### src/rtl/hazard_stall_unit_pkg.sv
// Shared pipeline definitions for the hazard/stall unit: FSM state encoding,
// mult/div counter width, hazard term bundle and the register-match helper.
package hazard_stall_unit_pkg;

    localparam int MD_CTR_W = 6;

    typedef enum logic {
        RUN  = 1'b0,
        HOLD = 1'b1
    } hsu_state_e;

    typedef struct packed {
        logic load_use;
        logic br_alu;
        logic br_load_ex;
        logic br_load_mem;
        logic md_use;
    } hazard_t;

    // Register r0 is hard-wired zero, so a write to it can never create a dependency.
    function automatic logic reg_match(input logic [4:0] rw,
                                       input logic [4:0] rs,
                                       input logic [4:0] rt,
                                       input logic       use_rt);
        return (rw != 5'd0) && ((rw == rs) || (use_rt && (rw == rt)));
    endfunction

endpackage

### src/rtl/hazard_stall_unit_md_busy_ctr.sv
// Mult/div occupancy down-counter: loads MD_LAT-1 on md_start (also when busy),
// counts down to zero; md_busy is asserted while the count is nonzero.
module md_busy_ctr #(
    parameter int MD_LAT = 32
) (
    input  logic clk,
    input  logic rst_n,
    input  logic md_start,
    output logic md_busy
);
    import hazard_stall_unit_pkg::*;

    localparam logic [MD_CTR_W-1:0] LOAD_VAL = MD_CTR_W'(MD_LAT - 1);

    logic [MD_CTR_W-1:0] cnt;

    always_ff @(posedge clk or negedge rst_n) begin
        if (!rst_n) begin
            cnt <= '0;
        end else if (md_start) begin
            cnt <= LOAD_VAL;
        end else if (cnt != '0) begin
            cnt <= cnt - 1'b1;
        end
    end

    assign md_busy = (cnt != '0);

endmodule

### src/rtl/hazard_stall_unit.sv
// Pipeline hazard detection and stall/flush control. Optional stall statistics
// counter is built when HAZARD_STATS_EN is defined.
//
//   state | meaning
//   ------+---------------------------------------------------------------
//   RUN   | normal operation; stall only from live hazard terms
//   HOLD  | one forced stall cycle after a branch met a load in EX
module hazard_stall_unit #(
    parameter int MD_LAT = 32
) (
    input  logic       clk,
    input  logic       rst_n,
    input  logic [4:0] rs_reg,
    input  logic [4:0] rt_reg,
    input  logic       useRt_ID,
    input  logic       Branch_ID,
    input  logic       Jump_ID,
    input  logic       BranchTaken_ID,
    input  logic       mdUse_ID,
    input  logic [4:0] rw_IDEx,
    input  logic       RegWr_IDEx,
    input  logic       MemRead_IDEx,
    input  logic [4:0] rw_ExMem,
    input  logic       MemRead_ExMem,
    input  logic       md_start,
    output logic       PCWr,
    output logic       IFID_Wr,
    output logic       IDEx_Bubble,
    output logic       IFID_Flush,
    output logic       md_busy
`ifdef HAZARD_STATS_EN
    ,
    output logic [31:0] stall_cycles
`endif
);
    import hazard_stall_unit_pkg::*;

    hsu_state_e state_q;
    hsu_state_e state_d;
    hazard_t    hz;
    logic       match_ex;
    logic       match_mem;
    logic       hold_force;
    logic       stall;

    md_busy_ctr #(
        .MD_LAT (MD_LAT)
    ) u_md_busy_ctr (
        .clk      (clk),
        .rst_n    (rst_n),
        .md_start (md_start),
        .md_busy  (md_busy)
    );

    assign match_ex  = reg_match(rw_IDEx,  rs_reg, rt_reg, useRt_ID);
    assign match_mem = reg_match(rw_ExMem, rs_reg, rt_reg, useRt_ID);

    always_comb begin
        hz             = '0;
        hz.load_use    = MemRead_IDEx && match_ex;
        hz.br_alu      = Branch_ID && RegWr_IDEx && !MemRead_IDEx && match_ex;
        hz.br_load_ex  = Branch_ID && MemRead_IDEx && match_ex;
        hz.br_load_mem = Branch_ID && MemRead_ExMem && match_mem;
        hz.md_use      = mdUse_ID && md_busy;
    end

    always_ff @(posedge clk or negedge rst_n) begin
        if (!rst_n) begin
            state_q <= RUN;
        end else begin
            state_q <= state_d;
        end
    end

    // HOLD leaves unconditionally; a fresh branch-on-load is only recognised from RUN.
    always_comb begin
        state_d    = state_q;
        hold_force = 1'b0;
        case (state_q)
            RUN: begin
                if (hz.br_load_ex) begin
                    state_d = HOLD;
                end
            end
            HOLD: begin
                hold_force = 1'b1;
                state_d    = RUN;
            end
            default: begin
                state_d = RUN;
            end
        endcase
    end

    assign stall       = (|hz) || hold_force;
    assign PCWr        = !stall;
    assign IFID_Wr     = !stall;
    assign IDEx_Bubble = stall;
    assign IFID_Flush  = (Jump_ID || (Branch_ID && BranchTaken_ID)) && !stall;

`ifdef HAZARD_STATS_EN
    always_ff @(posedge clk or negedge rst_n) begin
        if (!rst_n) begin
            stall_cycles <= '0;
        end else if (stall && (stall_cycles != 32'hFFFF_FFFF)) begin
            stall_cycles <= stall_cycles + 32'd1;
        end
    end
`endif

endmodule

### config.mk
export PLATFORM = sky130hd
export DESIGN_NAME = hazard_stall_unit
export DESIGN_NICKNAME = d
export VERILOG_FILES = /design/src/rtl/hazard_stall_unit_pkg.sv /design/src/rtl/hazard_stall_unit_md_busy_ctr.sv /design/src/rtl/hazard_stall_unit.sv
export SDC_FILE = /design/constraint.sdc
export NUM_CORES = 1
export LEC_CHECK = 0
export CAP_MARGIN = 20
export CORE_MARGIN = 4
export CORE_UTILIZATION = 50
export DETAILED_ROUTE_END_ITERATION = 6
export DONT_BUFFER_PORTS = 1
export SETUP_SLACK_MARGIN = 0.4
export SKIP_CTS_REPAIR_TIMING = 1
export SLEW_MARGIN = 20
export SYNTH_ARGS = -nofsm -noshare
export SYNTH_HDL_FRONTEND = slang
export SYNTH_SLANG_ARGS = --single-unit
### constraint.sdc
create_clock -name clk -period 4.55 [get_ports clk]
set_input_delay 0.91 -clock clk [delete_from_list [all_inputs] [get_ports clk]]
set_output_delay 0.91 -clock clk [all_outputs]
set_load 0.02 [all_outputs]
==> metrics list, run 1 <==
- Result of the run: finished clean
* Unrepaired setup endpoints after global routing: no
* Clk slew on worst S/H paths: roughly 60 ps
* Period utilisation layout: 72.9%
- Net switching is a little over a quarter of the power.
- Synthesis handed over a netlist of 75 instances.
- Int Power: 114 µW
- In this design, the stage delay of the slowest critical-path cell is between 500 and 600 ps.
- Core outline area: 1190 µm²
- Counting I/O delays and the setup requirement, the final critical path takes ~3300 ps.
* Worst setup path endpoint: IFID_Wr
- By startpoint and endpoint, the worst setup path is classified as flop to primary output.
- Normalized max-slew margin: ~52%
* Starting DRC count in detailed routing: 3
- The startpoint identified for the worst register-to-register timing path is u_md_busy_ctr.cnt[0].
- For flop-to-flop paths, the worst setup slack is 2890 ps.
* Yosys Warn Count: 0
- For this run, design rule violations remaining after detail routing come to 0.
* Post-synth net total: 108
* Count of input and output buffers: 0
- Traced cell by cell, the critical path runs through inv_1, ha_1, nor2b_1, nand2_1, a21oi_1, o21ai_2, nor2_1.
- Critical path fanouts, max: 5
* Number of max-cap violations: 0
* Initial Utilization: 56.4%
- Dominant cells by area after synthesis: sky130_fd_sc_hd__dfrtp_1, sky130_fd_sc_hd__xor2_1, sky130_fd_sc_hd__xnor2_1, sky130_fd_sc_hd__ha_1, sky130_fd_sc_hd__nor2_1
- For this design, the slowest cell found on the critical path is sky130_fd_sc_hd__nor2_1.
* Crit-path leading delay family: simple AND/OR/NAND/NOR gates
- In this run the number of H-tree levels came out at 1.
- Number of buffers created by CTS: 3
- Setup violations remaining at the end of the flow were counted as 0.
* Horiz. Die Dim: 44.6 µm
- Destination of the worst register-to-register timing path: u_md_busy_ctr.cnt[0]
* Worst Setup End Kind: primary output
- DRT Pass-1 Iters: 3
- Across all setup checks in the final design, the least slack found is 1230 ps.
- DRT antenna net count: 0
- Maximum number of pins on one net before global-route repair: 8
- Dividing total power by cell area gives a power density of 222 nW/µm².
- Transition at the pin with the smallest max-transition slack: between 700 and 800 ps
- Total via count after detailed routing: 525
- The longest clock path from root to sink contains 2 buffers.
- Number of sinks handled by clock tree synthesis: 7
- For this run, the total global-route usage over all layers was measured as between 10% and 20%.
- The floorplan has 12 rows.
* Die Footprint: 1990 µm²
- Via density per instance: between 5 and 6
* Reported net switching power: 42.6 µW
* Endpoint arrival time on the critical path: 2410 ps
- The tightest min-delay check is of the input port to asynchronous set/reset pin type.
- Clock tree from TritonCTS: built
- The clock arrives with roughly 9.8 ps of skew.
- Library cells used by synthesis: 27
- Depth of the worst register-to-register path: 6
* Part of the power in registers: between 40 and 50%
- For this run, the register share of the synthesized area comes to 26.2%.
- Detailed placement HPWL: 1250 µm
- Type of origin of the critical path: flop
- In this run the mean area of a mapped cell was 8.93 µm².
* Drt wl/cell: 15.3 µm
- Number of antenna cells inserted: 0
- Via count of the first global-routing pass: 568
* First-pass GRT wire length: 2310 µm
* Total Routed Length: 1410 µm
* Yosys reg bits: 7
- In this run the count of I/O pins placed on the die edge is 36.
* Top cell type's share of synthesized area: 26.2%
- Worst setup path startpoint: u_md_busy_ctr.cnt[0]
- Fill cells in the final layout number ~120.
- Clock latency reported for the late side of the worst-skew pair: approximately 250 ps
- Counting buffers and inverters, the worst setup path is 7 cells deep.
* Max-slew violation total from the final report: 0
* Reported leakage power: 0.000277 µW
* Root cell of the clock tree: sky130_fd_sc_hd__clkbuf_4
- Required time reported for the critical path endpoint: 3640 ps
- Part of the total power dissipated in combinational logic: ~22%
* Worst Path Buf+Inv: 1
* Hold Vio Cnt, Final: 0
- The total overflow left after global routing is 0.
- Area added between synthesis and finish: 5.42%
* Global placer's final weighted congestion: between 0.8 and 0.9
* Fraction of final layout cells with drive strength greater than 1: around 10%
- Timing-limited maximum frequency: around 300 MHz
- Across the VDD grid, the largest voltage drop is approximately 0.24 mV.
- The synthesized netlist occupies a cell area of 669 µm².
- The clock network is responsible for 35.8% of the overall power.
- Worst slack at placement: 1370 ps
- Layout Nets: 112
- The die is 44.6 µm tall.
- The initial antenna violation count was 0.
* Summed negative setup slack over all endpoints: 0 ps
- Area leader, netlist: sky130_fd_sc_hd__dfrtp_1
[cell families (layout without fill, tap and decap cells)]
kind of cell / after synthesis / count (layout) / share of synthesized area [%]
DFF: 7 / 7 / 26.2
xor gates and xnor gates: 22 / 22 / 28.8
adders and majority gates: 2 / 2 / 3.74
muxes: 1 / 1 / 1.50
buffers and inverters: 4 / 7 / 2.80
AOI/OAI and AO/OA: 12 / 12 / 14.0
and+or+nand+nor: 27 / 27 / 23.0
[per-stage QoR]
stage	instances	instance area, µm²	util (%)	hold WS (ps)	total power, µW
2_1_floorplan	75	669	-	408	97.8
3_3_place_gp	88	679	57.3	444	101
3_5_place_dp	88	679	57.3	434	101
4_1_cts	92	706	59.5	340	159
5_1_grt	92	706	59.5	328	168
6_report	92	706	59.5	346	157
[Yosys cell counts]
cell type	number
sky130_fd_sc_hd__or4_1	1
sky130_fd_sc_hd__or2_1	1
sky130_fd_sc_hd__buf_4	1
sky130_fd_sc_hd__a21oi_1	3
sky130_fd_sc_hd__a211o_1	2
sky130_fd_sc_hd__nand2_1	3
sky130_fd_sc_hd__xor2_1	18
sky130_fd_sc_hd__o21ai_1	1
sky130_fd_sc_hd__ha_1	2
sky130_fd_sc_hd__nor2b_1	1
sky130_fd_sc_hd__o21ai_2	1
sky130_fd_sc_hd__nor2_1	6
sky130_fd_sc_hd__a32oi_1	2
sky130_fd_sc_hd__a211oi_1	1
sky130_fd_sc_hd__nand3_1	1
sky130_fd_sc_hd__nand2b_1	3
sky130_fd_sc_hd__or4_4	1
sky130_fd_sc_hd__dfrtp_1	7
sky130_fd_sc_hd__nor4_1	3
sky130_fd_sc_hd__mux2i_1	1
sky130_fd_sc_hd__or3_1	1
sky130_fd_sc_hd__nor3_2	2
sky130_fd_sc_hd__o211ai_2	1
sky130_fd_sc_hd__xnor2_1	4
sky130_fd_sc_hd__inv_1	3
sky130_fd_sc_hd__a2111oi_1	1
sky130_fd_sc_hd__nor3_1	4
[area by class of cell]
cell class	instances	area, µm²	share of cell area [%]
flip-flops and latches	7	175	24.8
inverters	3	11.3	1.60
multi-input cells	64	475	67.4
clock buffers	4	26.3	3.72
well taps	14	17.5	2.48
[how the worst min path moves through the flow]
| stage | slack (ps) | cells after the start | to |
|---|---|---|---|
| 4_1_cts | 340 | 0 | u_md_busy_ctr.cnt[5] |
| 2_1_floorplan | 410 | 1 | state_q |
| 6_report | 350 | 0 | u_md_busy_ctr.cnt[5] |
| 5_1_grt | 330 | 0 | u_md_busy_ctr.cnt[5] |
| 3_5_place_dp | 430 | 1 | state_q |
| 3_3_place_gp | 440 | 1 | state_q |
[layer usage]
layer	wire, µm	global-route usage [%]
met1	645	21.9
met2	586	22.1
met3	179	8.13
met4	0	1.81
met5	0	0
[cells in the final DEF (no fill, tap or decap), drive strengths merged]
cell type and n:
xor2 18, dfrtp 7, nor2 6, nor3 6
xnor2 4, clkbuf 4, inv 3, nand2 3
nor4 3, a21oi 3, nand2b 3, a32oi 2
a211o 2, ha 2, or4 2, o21ai 2
nor2b 1, o211ai 1, or2 1, a211oi 1
or3 1, nand3 1, mux2i 1, a2111oi 1
[registers in the layout, indices dropped and copies added (netlist names)]
signal	flops
u_md_busy_ctr.cnt	6
state_q	1
[power groups by stage]
| stage | clock [µW] | sequential, µW | combinational (µW) |
|---|---|---|---|
| final | 56.1 | 66.7 | 33.7 |
| after global routing | 62.8 | 67.2 | 38.3 |
| after CTS | 58.0 | 66.7 | 33.9 |
| after detailed placement | 0 | 67.8 | 33.5 |
| after global placement | 0 | 67.9 | 33.3 |
| after floorplan | 0 | 67.3 | 30.5 |
Note: power is estimated with default switching activity, not from simulation.
==> inputs of run 2 (changes only) <==
==> constraint.sdc (replaced) <==
create_clock -name clk -period 3.2 [get_ports clk]
set_input_delay 0.64 -clock clk [delete_from_list [all_inputs] [get_ports clk]]
set_output_delay 0.64 -clock clk [all_outputs]
set_load 0.02 [all_outputs]
==> metrics list, run 2 (same netlist as run 1, synthesis figures left out) <==
- Starting DRC count in detailed routing: 1 (-2)
* Worst Setup End Kind: primary output
- The largest net degree at the start of global routing was 8 (unchanged).
- The clock period could shrink to 2540 ps.
* DRT antenna net count: 0 (unchanged)
* Vertical die dimension: 44.6 µm (unchanged)
* Total Routed Length: 1460 µm (+3.8%)
* Hold Vio Cnt, Final: 0 (unchanged)
- Summed negative setup slack over all endpoints: 0 ps (unchanged)
- DRT Pass-1 Iters: 2 (-1)
- The clock latency of the later-clocked register in the worst-skew pair is 250 ps (about the same).
* Unrepaired setup endpoints after global routing: no
* H-tree levels: 1 (unchanged)
- Flip-flop count of the largest register, all copies and words added: 6 (unchanged)
- The global placement routability congestion is 0.754 (-11%).
- The HPWL reported at the end of detailed placement was 1260 µm (+1.1%).
* Number of filler cells placed in the layout: 110 (-5.2%)
- The path class of the tightest hold or removal check is input port to asynchronous set/reset pin.
- Area added between synthesis and finish: 9.16%
- The number of buffers created by CTS is 3 (unchanged).
- Count of input and output buffers: 0 (unchanged)
- First-pass GRT wire length: 2570 µm (+11%)
- Startpoint-to-endpoint class of the critical path: flop to primary output
- The placeable core region was 1190 µm² (unchanged).
- The number of maximum-capacitance violations is 0 (unchanged).
- The slew of the pin with the lowest slew margin is 505 ps (-208 ps).
- Fraction of final layout cells with drive strength greater than 1: 15.0% (+4.7 points)
- Max-slew violation total from the final report: 0 (unchanged)
- Tot GR Track Use: 17.9% (+2.1 points)
- The largest fanout on the critical path was 5 (unchanged).
* Power density normalized to cell area: 310 nW/µm² (+40%)
- Setup Viol. Count Final: 0 (unchanged)
- Initial Utilization: 56.4% (unchanged)
- Clock Path Buffers: 2 (unchanged)
- The routed via count was 543 (+3.4%).
- The width of the die came to 44.6 µm (unchanged).
- The static power due to leakage was 0.000289 µW (+4.3%).
* Final Instance Count excl. Fillers: 94 (+2.2%)
* Worst vdd rail ir drop: 0.231 mV (-2.9%)
- The number of nets in the layout came to 114 (+1.8%).
- The placed instance count is 90 (+2.3%).
* Number of antenna cells inserted: 0 (unchanged)
- Normalized max-slew margin: 66.2% (+14 points)
- Reg area: 175 µm² (unchanged)
* Registers with the highest flip-flop counts: u_md_busy_ctr.cnt: 6 flops, state_q: 1 flops
- The total congestion overflow came to 0 (unchanged).
* Result of the run: finished clean
* Number of antenna violations at the first check in global routing: 0 (unchanged)
* Required time reported for the critical path endpoint: 2560 ps (-1080 ps)
* Register-to-Register Setup Slack: 1530 ps (-1360 ps)
- The worst setup path is launched from a flop.
- The mean routed wirelength per cell came to 15.6 µm (+1.5%).
* Period utilisation layout: 79.5%
- The number of rows in the core area is 12 (unchanged).
* Depth of the worst register-to-register path: 6 (unchanged)
* Timing-limited maximum frequency: approximately 390 MHz
- The via count normalized by instance count came to 5.78 (+1.2%).
* Top-level I/O count: 36 (unchanged)
- Die Footprint: 1990 µm² (unchanged)
- Endpoint arrival time on the critical path: 1900 ps (-510 ps)
- Top library cells by usage in the layout, fill and taps aside: sky130_fd_sc_hd__xor2_1, sky130_fd_sc_hd__dfrtp_1, sky130_fd_sc_hd__nor2_1, sky130_fd_sc_hd__xnor2_1, sky130_fd_sc_hd__nor3_1
- Via count of the first global-routing pass: 578 (+1.8%)
- Remaining design rule violation count: 0 (unchanged)
- The clock skew came to 3.72 ps (-6.08 ps).
- Number of sinks handled by clock tree synthesis: 7 (unchanged)
* Biggest register: u_md_busy_ctr.cnt
- Root cell of the clock tree: sky130_fd_sc_hd__clkbuf_4
* Most common cell after layout, fill and taps aside: sky130_fd_sc_hd__xor2_1
- Area occupied by multi-input gates: 485 µm² (+2.1%)
* Clk slew on worst S/H paths: 50 ps (about the same)
- TritonCTS built the clock tree.
==> run 2: per-layer routing <==
metal | track usage [%] | up-vias | part of all wire (%)
met3 | 9.76 | 2 | 13
li1 | - | 274 | -
met2 | 21.8 | 26 | 39
met4 | 3.61 | 0 | 0.61
met1 | 26.8 | 241 | 47
met5 | 0 | - | 0
==> run 2: path summary, 6_finish.rpt <==
| kind | from | endpoint |
|---|---|---|
| setup / recovery | u_md_busy_ctr.cnt[0] | IFID_Flush |
| hold reg to reg | state_q | state_q |
| setup reg to reg | u_md_busy_ctr.cnt[0] | u_md_busy_ctr.cnt[3] |
| min in group clk | state_q | state_q |
| max in group asynchronous | rst_n | u_md_busy_ctr.cnt[3] |
| hold / removal | rst_n | u_md_busy_ctr.cnt[0] |
==> run 2: through the flow <==
step / util, % / power, µW / worst slack (ps) / hold WS, ps / instance area [µm²]
floorplan: - / 139 / 630 / 344 / 669
global placement: 58.5 / 147 / 731 / 345 / 694
detailed placement: 58.5 / 148 / 685 / 345 / 694
CTS: 60.8 / 230 / 392 / 70.5 / 721
global route: 61.6 / 248 / 434 / 54.6 / 731
finish: 61.6 / 226 / 657 / 81.2 / 731
==> run 2: area by class of cell <==
| type | count | share of cell area [%] |
|---|---|---|
| well taps | 14 | 2.40 |
| flip-flops and latches | 7 | 24.0 |
| inverters | 3 | 1.54 |
| clock buffers | 4 | 3.60 |
| repair buffers | 2 | 2.05 |
| multi-input cells | 64 | 66.4 |
==> run 2: power breakdown <==
| group | total [µW] | switching (µW) | internal [µW] | leakage [µW] |
|---|---|---|---|---|
| Clock | 79.1 | 31.6 | 47.5 | 0.0000150 |
| Sequential | 95.0 | 3.07 | 91.9 | 0.0000753 |
| Combinational | 52.2 | 26.4 | 25.8 | 0.000199 |
==> run 2: critical path: stages, from the launching register on <==
cell	delay, ps
sky130_fd_sc_hd__dfrtp_1	400
sky130_fd_sc_hd__inv_1	100
sky130_fd_sc_hd__ha_1	170
sky130_fd_sc_hd__nor2b_4	190
sky130_fd_sc_hd__nand2_2	150
sky130_fd_sc_hd__a21oi_1	210
sky130_fd_sc_hd__o21ai_2	90
sky130_fd_sc_hd__nor3_1	170
sky130_fd_sc_hd__buf_4	170
==> inputs of run 3 (changes only) <==
==> constraint.sdc (replaced) <==
create_clock -name clk -period 2.6 [get_ports clk]
set_input_delay 0.52 -clock clk [delete_from_list [all_inputs] [get_ports clk]]
set_output_delay 0.52 -clock clk [all_outputs]
set_load 0.02 [all_outputs]
==> metrics list, run 3 (same netlist as run 1, synthesis figures left out) <==
- Setup Viol. Count Final: 0 (unchanged)
- Worst hold path class: input port to flop
* Startpoint-to-endpoint class of the critical path: input port to primary output
- Horiz. Die Dim: 44.6 µm (unchanged)
- Reported leakage power: 0.000320 µW (+11%)
- Number of filler cells placed in the layout: 103 (-6.4%)
* DRT Pass-1 Iters: 4 (+2)
- Area occupied by multi-input gates: 547 µm² (+13%)
- Number of buffers created by CTS: 3 (unchanged)
- Maximum clock skew at final layout: 4.19 ps (+0.468 ps)
- Total via count after detailed routing: 566 (+4.2%)
- The number of design-rule violations left by the first detailed-router iteration came to 7 (+6).
* Drt wl/cell: 16.0 µm (+2.9%)
- The initial antenna violation count is 0 (unchanged).
* Flip-flop count of the largest register, all copies and words added: 6 (unchanged)
- Via density per instance: 5.84 (+1.0%)
- The largest net degree at the start of global routing is 8 (unchanged).
- Top library cells by usage in the layout, fill and taps aside: sky130_fd_sc_hd__xor2_1, sky130_fd_sc_hd__dfrtp_1, sky130_fd_sc_hd__xnor2_1, sky130_fd_sc_hd__nor2_1, sky130_fd_sc_hd__buf_4
- Critical path fanouts, max: 3 (-2)
- Max-slew violation total from the final report: 0 (unchanged)
* Post-layout min period: 2210 ps
- For this run, the top clock speed supported by timing is about 450 MHz.
- Ranked by flip-flop count, first place goes to u_md_busy_ctr.cnt.
- The count of input and output buffers came to 0 (unchanged).
* Layout Nets: 117 (+2.6%)
- The HPWL reported at the end of detailed placement was 1250 µm (-1.2%).
- The antenna diode count is 0 (unchanged).
- Clk slew on worst S/H paths: 50 ps (about the same)
* Reg area: 175 µm² (unchanged)
* Vertical die dimension: 44.6 µm (unchanged)
- The number of endpoints with negative hold slack in the final report was 0 (unchanged).
- The number of sinks driven by the clock tree came to 7 (unchanged).
- The clock latency of the later-clocked register in the worst-skew pair came to 250 ps (about the same).
- Fraction of final layout cells with drive strength greater than 1: 26.5% (+12 points)
- Normalized max-slew margin: 70.2% (+4.0 points)
* Worst Setup End Kind: primary output
* Area added between synthesis and finish: 22.1%
- TritonCTS built the clock tree.
- Summed negative setup slack over all endpoints: 0 ps (unchanged)
- Clock Path Buffers: 2 (unchanged)
- The initial core utilization came to 56.4% (unchanged).
* Top-level I/O count: 36 (unchanged)
- H-tree levels: 1 (unchanged)
- The number of DRC violations after detailed routing came to 0 (unchanged).
- After layout, the worst path uses 84.8% of the clock period.
- Std-Cell Rows: 12 (unchanged)
* Global placer's final weighted congestion: 0.784 (+4.0%)
- The maximum resistive drop on vdd is 0.335 mV (+45%).
- Die Footprint: 1990 µm² (unchanged)
* Final Instance Count excl. Fillers: 97 (+3.2%)
- Transition at the pin with the smallest max-transition slack: 446 ps (-59.2 ps)
- Unrepaired setup endpoints after global routing: yes
* Tightest hold margin: 328 ps (+247 ps)
* Registers with the highest flip-flop counts: u_md_busy_ctr.cnt: 6 flops, state_q: 1 flops
- Power density normalized to cell area: 358 nW/µm² (+16%)
* Root cell of the clock tree: sky130_fd_sc_hd__clkbuf_4
- Via count of the first global-routing pass: 544 (-5.9%)
- The placed instance count was 89 (-1.1%).
- The aggregate global-route resource usage was 15.8% (-2.1 points).
- Type of origin of the critical path: input port
- The wire length of the first global-routing pass came to 2260 µm (-12%).
- The antenna violation net count after detailed routing came to 0 (unchanged).
* Endpoint arrival time on the critical path: 1690 ps (-210 ps)
* Total Routed Length: 1550 µm (+6.1%)
- The number of maximum-capacitance violations is 0 (unchanged).
* Core outline area: 1190 µm² (unchanged)
- The required time at the worst-slack endpoint is 2080 ps (-480 ps).
* Overflow after GRT: 0 (unchanged)
* Most common cell after layout, fill and taps aside: sky130_fd_sc_hd__xor2_1
- The flow ran to the end, and the final reports show no timing, DRC or antenna violations.
==> run 3: worst paths after layout <==
check	slack [ps]	endpoint	cells past startpoint	startpoint
max	390	IFID_Wr	6	rt_reg[1]
min in group asynchronous	600	u_md_busy_ctr.cnt[1]	1	rst_n
max reg2reg	910	u_md_busy_ctr.cnt[3]	7	u_md_busy_ctr.cnt[1]
min	330	u_md_busy_ctr.cnt[5]	1	md_start
max in group asynchronous	1750	u_md_busy_ctr.cnt[3]	1	rst_n
min reg2reg	500	state_q	1	state_q
==> run 3: routing by layer <==
| layer | vias up | wire [µm] | track usage (%) |
|---|---|---|---|
| met5 | - | 0 | 0 |
| met4 | 0 | 0 | 1.81 |
| met3 | 0 | 209 | 8.94 |
| met2 | 33 | 712 | 22.1 |
| met1 | 255 | 632 | 21.5 |
| li1 | 278 | - | - |
==> run 3: through the flow <==
stage,area (µm²),setup WS [ps],total power [µW],util (%)
CTS,728,110,279,61.4
detailed placement,702,313,180,59.2
finish,817,394,293,68.9
floorplan,684,393,173,-
global placement,702,379,180,59.2
global route,817,336,311,68.9
==> run 3: power breakdown <==
part,internal (µW),switching [µW],total (µW),leakage [µW]
Combinational,38.3,39.6,77.9,0.000230
Clock,58.5,38.4,96.9,0.0000150
Sequential,113,4.67,118,0.0000753
Total,210,82.7,293,0.000320
==> run 3: final cells by class <==
cell class | instances | share of cell area (%)
clock buffers | 4 | 3.22
inverters | 3 | 1.38
multi-input cells | 64 | 66.9
flip-flops and latches | 7 | 21.4
well taps | 14 | 2.14
repair buffers | 5 | 4.90
==> run 3: critical path, stage by stage <==
cell,delay [ps]
sky130_fd_sc_hd__xor2_1,140
sky130_fd_sc_hd__nor4_1,280
sky130_fd_sc_hd__a32oi_1,190
sky130_fd_sc_hd__nor3_2,320
sky130_fd_sc_hd__buf_4,180
sky130_fd_sc_hd__nor2_4,60
